**src/rtl/spi_update_rx_if.sv**
```systemverilog
// SPI pins and decoded DDS-update outputs of spi_update_rx, bundled for port connection.
interface spi_update_rx_if;
    logic        i_sclk;
    logic        i_mosi;
    logic        i_cs_n;
    logic        o_SPI_flag;
    logic [31:0] o_SPI_tuning_code;
    logic [7:0]  o_SPI_voice_index;
    logic        o_frame_err;
    logic [7:0]  o_err_count;
    logic        o_busy;

    modport slave (
        input  i_sclk, i_mosi, i_cs_n,
        output o_SPI_flag, o_SPI_tuning_code, o_SPI_voice_index,
        output o_frame_err, o_err_count, o_busy
    );

    modport master (
        output i_sclk, i_mosi, i_cs_n,
        input  o_SPI_flag, o_SPI_tuning_code, o_SPI_voice_index,
        input  o_frame_err, o_err_count, o_busy
    );
endinterface

```
**src/rtl/spi_update_rx.sv**
```systemverilog
// SPI (mode 0) receiver turning 5-byte voice/tuning frames into rate-limited DDS update pulses.
// Build macro SPI_CHECKSUM_EN: frames grow to 6 bytes, the last being the XOR of the first five.
module spi_update_rx #(
    parameter int SYNC_STAGES = 2,
    parameter int MIN_GAP     = 5
) (
    input logic            i_clk,
    input logic            i_reset_n,
    spi_update_rx_if.slave bus
);
`ifdef SPI_CHECKSUM_EN
    localparam int FRAME_BITS = 48;
`else
    localparam int FRAME_BITS = 40;
`endif
    localparam int GAP_W = (MIN_GAP < 1) ? 1 : $clog2(MIN_GAP + 1);

    typedef enum logic [1:0] {IDLE, SHIFT, DONE, ABORT} state_t;

    logic [SYNC_STAGES-1:0] sclk_sync, mosi_sync, cs_sync, flush;
    logic                   sclk_s, mosi_s, cs_s, flushed;
    logic                   sclk_prev, cs_prev, armed;
    state_t                 state;
    logic [5:0]             bit_cnt;
    logic [FRAME_BITS-2:0]  shift_reg;
    logic [FRAME_BITS-1:0]  frame_next;
    logic                   pend_full;
    logic [7:0]             pend_voice;
    logic [31:0]            pend_tuning;
    logic [GAP_W-1:0]       gap_cnt;
    logic                   flag_q, err_q;
    logic [31:0]            tuning_q;
    logic [7:0]             voice_q, err_cnt_q;
    logic                   sclk_rise, cs_fall, frame_end, frame_ok;
    logic                   drain, load, overrun, bad_sum, err_now;

    assign sclk_s  = sclk_sync[SYNC_STAGES-1];
    assign mosi_s  = mosi_sync[SYNC_STAGES-1];
    assign cs_s    = cs_sync[SYNC_STAGES-1];
    assign flushed = flush[SYNC_STAGES-1];

    // Synchronizers restart at the idle bus level; flush marks when their outputs reflect real pins again.
    always_ff @(posedge i_clk) begin
        if (!i_reset_n) begin
            sclk_sync <= '0;
            mosi_sync <= '0;
            cs_sync   <= '1;
            flush     <= '0;
        end else begin
            sclk_sync <= {sclk_sync[SYNC_STAGES-2:0], bus.i_sclk};
            mosi_sync <= {mosi_sync[SYNC_STAGES-2:0], bus.i_mosi};
            cs_sync   <= {cs_sync[SYNC_STAGES-2:0], bus.i_cs_n};
            flush     <= {flush[SYNC_STAGES-2:0], 1'b1};
        end
    end

    assign sclk_rise  = sclk_s & ~sclk_prev;
    // A frame may only start after CS_n has been genuinely seen high, so a reset mid-frame never resumes it.
    assign cs_fall    = armed & cs_prev & ~cs_s;
    assign frame_next = {shift_reg, mosi_s};
    assign frame_end  = (state == SHIFT) & ~cs_s & sclk_rise & (bit_cnt == 6'(FRAME_BITS - 1));
`ifdef SPI_CHECKSUM_EN
    assign frame_ok   = (frame_next[7:0] == (frame_next[47:40] ^ frame_next[39:32] ^ frame_next[31:24]
                                             ^ frame_next[23:16] ^ frame_next[15:8]));
`else
    assign frame_ok   = 1'b1;
`endif
    assign drain      = pend_full & (gap_cnt == '0);
    assign load       = frame_end & frame_ok & (~pend_full | drain);
    assign overrun    = frame_end & frame_ok & pend_full & ~drain;
    assign bad_sum    = frame_end & ~frame_ok;
    assign err_now    = (state == ABORT) | overrun | bad_sum;

    // The completed frame is captured on its final SCLK edge so the update can issue on the next cycle.
    always_ff @(posedge i_clk) begin
        if (!i_reset_n) begin
            state       <= IDLE;
            bit_cnt     <= '0;
            shift_reg   <= '0;
            sclk_prev   <= 1'b0;
            cs_prev     <= 1'b1;
            armed       <= 1'b0;
            pend_full   <= 1'b0;
            pend_voice  <= '0;
            pend_tuning <= '0;
            gap_cnt     <= '0;
            flag_q      <= 1'b0;
            tuning_q    <= '0;
            voice_q     <= '0;
            err_q       <= 1'b0;
            err_cnt_q   <= '0;
        end else begin
            sclk_prev <= sclk_s;
            cs_prev   <= cs_s;
            armed     <= armed | (flushed & cs_s);

            case (state)
                IDLE: begin
                    if (cs_fall) begin
                        state   <= SHIFT;
                        bit_cnt <= '0;
                    end
                end
                SHIFT: begin
                    if (cs_s) begin
                        state <= ABORT;
                    end else if (sclk_rise) begin
                        shift_reg <= frame_next[FRAME_BITS-2:0];
                        bit_cnt   <= bit_cnt + 6'd1;
                        if (frame_end) state <= DONE;
                    end
                end
                DONE: begin
                    if (cs_s) state <= IDLE;
                end
                default: state <= IDLE;
            endcase

            if (load) begin
                pend_full   <= 1'b1;
                pend_voice  <= frame_next[FRAME_BITS-1 -: 8];
                pend_tuning <= frame_next[FRAME_BITS-9 -: 32];
            end else if (drain) begin
                pend_full <= 1'b0;
            end

            flag_q <= drain;
            if (drain) begin
                tuning_q <= pend_tuning;
                voice_q  <= pend_voice;
                gap_cnt  <= GAP_W'(MIN_GAP);
            end else if (gap_cnt != '0) begin
                gap_cnt <= gap_cnt - GAP_W'(1);
            end

            err_q <= err_now;
            if (err_now && err_cnt_q != 8'hFF) err_cnt_q <= err_cnt_q + 8'd1;
        end
    end

    assign bus.o_SPI_flag        = flag_q;
    assign bus.o_SPI_tuning_code = tuning_q;
    assign bus.o_SPI_voice_index = voice_q;
    assign bus.o_frame_err       = err_q;
    assign bus.o_err_count       = err_cnt_q;
    assign bus.o_busy            = (state != IDLE) | pend_full;
endmodule

```
**src/flat_wrapper.sv**
```systemverilog
// flat-port wrapper written by rule: the top's interface ports become plain ports
module spi_update_rx_flat 
#(
    parameter int SYNC_STAGES = 2,
    parameter int MIN_GAP     = 5
)
  (i_clk, i_reset_n, bus_i_sclk, bus_i_mosi, bus_i_cs_n, bus_o_SPI_flag, bus_o_SPI_tuning_code, bus_o_SPI_voice_index, bus_o_frame_err, bus_o_err_count, bus_o_busy);
  spi_update_rx_if bus_i ();
  input logic i_clk;
  input logic i_reset_n;
  input wire logic [$bits(bus_i.i_sclk)-1:0] bus_i_sclk;
  input wire logic [$bits(bus_i.i_mosi)-1:0] bus_i_mosi;
  input wire logic [$bits(bus_i.i_cs_n)-1:0] bus_i_cs_n;
  output wire logic [$bits(bus_i.o_SPI_flag)-1:0] bus_o_SPI_flag;
  output wire logic [$bits(bus_i.o_SPI_tuning_code)-1:0] bus_o_SPI_tuning_code;
  output wire logic [$bits(bus_i.o_SPI_voice_index)-1:0] bus_o_SPI_voice_index;
  output wire logic [$bits(bus_i.o_frame_err)-1:0] bus_o_frame_err;
  output wire logic [$bits(bus_i.o_err_count)-1:0] bus_o_err_count;
  output wire logic [$bits(bus_i.o_busy)-1:0] bus_o_busy;
  assign bus_i.i_sclk = bus_i_sclk;
  assign bus_i.i_mosi = bus_i_mosi;
  assign bus_i.i_cs_n = bus_i_cs_n;
  assign bus_o_SPI_flag = bus_i.o_SPI_flag;
  assign bus_o_SPI_tuning_code = bus_i.o_SPI_tuning_code;
  assign bus_o_SPI_voice_index = bus_i.o_SPI_voice_index;
  assign bus_o_frame_err = bus_i.o_frame_err;
  assign bus_o_err_count = bus_i.o_err_count;
  assign bus_o_busy = bus_i.o_busy;
  spi_update_rx #(.SYNC_STAGES(SYNC_STAGES), .MIN_GAP(MIN_GAP)) u_core (.i_clk(i_clk), .i_reset_n(i_reset_n), .bus(bus_i));
endmodule
```
**config.mk**
```make
export PLATFORM = sky130hd
export DESIGN_NAME = spi_update_rx_flat
export DESIGN_NICKNAME = d
export VERILOG_FILES = /design/src/rtl/spi_update_rx_if.sv /design/src/rtl/spi_update_rx.sv /design/src/flat_wrapper.sv
export SDC_FILE = /design/constraint.sdc
export NUM_CORES = 1
export LEC_CHECK = 0
export ABC_AREA = 1
export CORE_ASPECT_RATIO = 0.8
export CORE_MARGIN = 2
export CORE_UTILIZATION = 56
export DETAILED_ROUTE_END_ITERATION = 10
export PLACE_DENSITY = 0.79
export SETUP_SLACK_MARGIN = 0.5
export SKIP_CTS_REPAIR_TIMING = 1
export SLEW_MARGIN = 5
export SYNTH_ARGS = -nofsm -noshare
export SYNTH_HDL_FRONTEND = slang
export SYNTH_SLANG_ARGS = --single-unit
```
**constraint.sdc**
```tcl
create_clock -name i_clk -period 1.6 [get_ports i_clk]
set_input_delay 0.32 -clock i_clk [delete_from_list [all_inputs] [get_ports i_clk]]
set_output_delay 0.32 -clock i_clk [all_outputs]
set_load 0.01 [all_outputs]
```
* Word-level counts from Yosys, hierarchy flattened *
Index checks and enable logic that the tools add are counted.

word-level totals
  ROM bits = 0
  bits in writable memories = 0
  memories kept = 0
  bits of input ports = 5
  output and inout port bits = 51
  bits in latches = 0
  flip-flop bits (word level) = 152
  logic and storage cells = 82

operators by class
  eq/ne operators = 11
  bitwise gates (word level) = 20
  add/subtract/negate cells = 3
  div/mod/pow operators = 0
  shift operators = 0
  $mul = 0
  mux-type cells = 15
  reductions and logical operators = 12
  $lt $le $gt $ge = 0

operators by type and width
  operator                                               count
  two-way mux 6 bit                                      3
  case mux 6 bit (2 select lines)                        1
  AND 1 bit                                              11
  two-way mux 2 bit                                      5
  adder 8 x 1 -> 8 bit, second input constant            1
  inequality test 8 bit, second input constant           1
  AND reduction 4 bit                                    2
  nonzero test 2 bit                                     4
  adder 6 x 1 -> 6 bit, second input constant            1
  == test 6 bit, second input constant                   1
  two-way mux 3 bit                                      2
  inequality test 2 x 1 -> 1 bit, second input constant  3
  inequality test 3 x 1 -> 1 bit, second input constant  2
  case mux 2 bit (3 select lines)                        1
  NOT 1 bit                                              5
  == test 2 bit, second input constant                   2
  OR 1 bit                                               4
  logical NOT 3 bit                                      1
  two-way mux 1 bit                                      3
  AND reduction 3 bit                                    1
  nonzero test 3 bit                                     1
  subtractor 3 x 1 -> 3 bit, second input constant       1
  == test 2 x 1 -> 1 bit, second input constant          1
  logical NOT 2 bit                                      1
  other kinds (3)                                        3

* Depth between registers and ports, before layout *
  depth after elaboration = 8
  depth in mapped cells = 10
  gate-level depth less buffers = 10

* Worst setup path before layout *
Ideal clock, no wire load.

  path kind = reg2reg
  start point = reg u_core.bit_cnt[0]
  end point = reg u_core.pend_tuning[22]
  cell stages (with the launch flop) = 8
  clock period less this slack = 1.421 ns
  path slack = 0.179 ns
  data arrival time = 1.304 ns
  path buffers = 1
  setup time = 0.116 ns
  required time = 1.484 ns
  cell sequence = dfxtp_1 > ha_1 > nand3_2 > nor2_4 > nand3_4 > buf_6 > o21ai_1 > a21oi_1

on the way
  cells in the longest elaborated chain, start to end = 3

ends and longest elaborated chain
  what                      RTL line              text
  start: declaration        spi_update_rx.sv:24   logic [5:0] bit_cnt;
  start signal: assignment  spi_update_rx.sv:109  bit_cnt <= bit_cnt + 6'd1;
  == test 6 bit             spi_update_rx.sv:61   assign frame_end = (state == SHIFT) & ~cs_s & sclk_rise & (bit_cnt == 6'(FRAME_BITS - 1));
  AND 1 bit                 spi_update_rx.sv:61
  AND 1 bit                 spi_update_rx.sv:69   assign load = frame_end & frame_ok & (~pend_full | drain);
  end signal: assignment    spi_update_rx.sv:122  pend_tuning <= frame_next[FRAME_BITS-9 -: 32];
  end: declaration          spi_update_rx.sv:29   logic [31:0] pend_tuning;

Every way passes these cells.
A chain may end at the register's enable or synchronous reset.

* Worst setup path after layout *
  start point = reg u_core.bit_cnt[2]
  end point = reg u_core.err_cnt_q[4] (netlist: u_core.bus.o_err_count[4])

on the way
  cells in the longest elaborated chain, start to end = 6

ends and longest elaborated chain
  what                     RTL line              text
  == test 6 bit            spi_update_rx.sv:61
  AND 1 bit                spi_update_rx.sv:61
  AND 1 bit (2 in series)  spi_update_rx.sv:70   assign overrun = frame_end & frame_ok & pend_full & ~drain;
  OR 1 bit                 spi_update_rx.sv:72   assign err_now = (state == ABORT) | overrun | bad_sum;
  logical AND 1 bit        spi_update_rx.sv:137  if (err_now && err_cnt_q != 8'hFF) err_cnt_q <= err_cnt_q + 8'd1;
  end signal: assignment   spi_update_rx.sv:137
  end: declaration         spi_update_rx.sv:33   logic [7:0] voice_q, err_cnt_q;

Every way passes these cells.

==> metrics.txt <==
via count=between 5,000 and 6,000; Int Pwr=between 0.007 and 0.008 W; initial antenna violation count=0; TritonCTS clock tree=built; crit-path max FO=5; period utilization=1.10; GRT Overall Usage=0.233; NumNets Final=796; Placement Setup Slack=-0.0587 ns; Synth top cells by count=152 x dfxtp_1, 93 x nor2_1, 73 x o21ai_0; Final min period=about 1.8 ns; worst skew pair latency=approximately 0.43 ns; # fillers=around 440; status=finished, violations left; vias in the first global route=between 4,000 and 5,000; layout cells sized above 1=0.381; setup_tns=-5.68 ns; Slew @ Worst Pin=between 0.4 and 0.5 ns; Netlist cell types=33; CTS H-tree lvls=4; CP Launch Type=flip-flop; drt first-iter violations=a little over 700; clk_skew=roughly 0.0076 ns; Slew headroom=0.716; fmax=567 MHz; Via density=a little over 6; Antenna Nets Post-Route=0; Area growth, synth to finish=46.7%; Placed Cells=roughly 840; Final WS setup=-0.165 ns; Psw=between 0.002 and 0.0025 W; Fin. Hold Viols=0; PortBufs=55; FF+latch count, synth=152; drc violations=0; Max rail drop VDD=roughly 1300 uV; count leader, synth=dfxtp_1; violated checks=setup timing; Comb power frac=0.067; most common flop cell mapped by yosys=dfxtp_1; Final Power=about 0.0092 W; first-pass GRT wire length=slightly below 20,000 um; Worst Hold Class=input pin to flip-flop; clock transition at the registers of the reported paths=0.06 ns; RSZ-0062 raised after global routing=true; WP data arrival=around 2.1 ns; Post-Syn Area per Cell=around 8.3 um^2; non-filler cells, final=approximately 940; grt total ovfl=0; height of the die=about 94 um; Post-synth EDFFs=0; Core Box Area=just under 10,000 um^2; CTS Buf Count=17; CP Capture Type=flip-flop; leak pwr=between 3 and 4 nW; register area share after synthesis=0.541; Post-Syn Instances=just under 700; synthesized area=between 5000 and 6000 um^2; placed wire-length estimate=slightly below 7000 um; ranking of synthesized cells by area=dfxtp_1 54%, o21ai_0 6.5%, nor2_1 6.2%; Die ar.=approximately 11,000 um^2; Net Sw Frac=0.226; share of the synthesized area in the top cell type=0.541; Yosys top cell by area=dfxtp_1; CTS Root Cell=clkbuf_16; max reg flops=39; clk buf depth=2; Final setup viols=between 80 and 90; DRT Pass-1 Iters=7; PD cells=~1100 nW/um^2; Max Slew Vio Count=0; YS warnings=0; asr flop ratio synth=0; Initial Util=0.580; max-cap violations=0; DIE WIDTH=116 um; WS Path Type=flip-flop to flip-flop; IO Count=56; ANT cells=0; final hold slack=~0.17 ns; Clk pwr share=0.511; Clock Sinks=152; largest net degree at the start of global routing=96; register share of total power=0.422; # rows=32; WL final=20,200 um; Worst Path Required=1.93 ns; drt wl/cell=21.6 um; syn_nets=683; gpl congestion=0.843
[placed cells by master (no fill, tap or decap), types with 6 or more instances in the layout]
| cell type | n |
|---|---|
| o21ai_2 | 17 |
| dfxtp_4 | 9 |
| o21ai_1 | 56 |
| dfxtp_1 | 99 |
| nand2_2 | 12 |
| clkbuf_16 | 29 |
| nand2_1 | 29 |
| nand3_4 | 6 |
| inv_1 | 63 |
| bufinv_16 | 6 |
| buf_12 | 8 |
| buf_6 | 58 |
| nor2_2 | 8 |
| a21oi_1 | 50 |
| buf_4 | 38 |
| nor2_1 | 82 |
| nor2_4 | 7 |
| nand3_2 | 16 |
| dfxtp_2 | 44 |
| nand3_1 | 42 |
| xor2_1 | 7 |
| o21ai_0 | 49 |
[metrics by stage]
| step | cell area, um^2 | util |
|---|---|---|
| global route | 8250 | 0.851 |
| detailed placement | 6280 | 0.648 |
| finish | 8250 | 0.851 |
| floorplan | 5680 | - |
| CTS | 6970 | 0.719 |
| global placement | 6280 | 0.648 |
[layout make-up]
| type | instances | area [um^2] | share of cell area |
|---|---|---|---|
| Timing Repair Buffer | 127 | 1480 | 0.179 |
| Sequential cell | 152 | 3130 | 0.380 |
| Tap cell | 136 | 170 | 0.0206 |
| Inverter | 76 | 335 | 0.0406 |
| Clock buffer | 20 | 468 | 0.0567 |
| Clock inverter | 12 | 219 | 0.0265 |
| Timing Repair inverter | 3 | 33.8 | 0.00410 |
| Multi-Input combinational cell | 410 | 2410 | 0.293 |
[critical path: stages (launching register included)]
cell     delay, ns
dfxtp_1       0.51
nand3_4       0.12
nor2_4        0.21
buf_6         0.14
nand3_4       0.11
nand2_2       0.14
nand3_1       0.17
a21oi_1       0.27
[power by group through the flow]
stage | clock network [W] | registers, W | logic, W
floorplan | 0 | 0.00395 | 0.000321
global placement | 0 | 0.00396 | 0.000372
detailed placement | 0 | 0.00396 | 0.000391
CTS | 0.00461 | 0.00388 | 0.000397
global route | 0.00485 | 0.00388 | 0.000652
finish | 0.00471 | 0.00388 | 0.000617
[routing by layer]
metal  vias to the layer above  track usage  wire length (um)
met5                         -            0                 0
met4                         0        0.102              1090
met3                       115       0.0590              1940
met2                       411        0.393              9670
met1                      2712        0.281              7500
li1                       2444            -                 -
[logic make-up after synthesis]
logic type               share of synthesized area
AO/OA/AOI/OAI                                0.164
XOR/XNOR                                    0.0125
adder cells (fa/ha/maj)                    0.00890
buffers and inverters                       0.0932
flip-flops                                   0.541
AND/OR/NAND/NOR                              0.180
[path summary, 6_finish.rpt]
path | depth (start not counted) | slack, ns | to | startpoint
setup / recovery | 7 | -0.16 | u_core.bus.o_err_count[4] | u_core.bit_cnt[2]
hold / removal | 2 | 0.17 | u_core.cs_prev | i_reset_n
setup reg to reg | 7 | -0.16 | u_core.bus.o_err_count[4] | u_core.bit_cnt[2]
hold reg to reg | 2 | 0.42 | u_core.mosi_sync[1] | u_core.mosi_sync[0]
(Power assumes the default switching activity.)
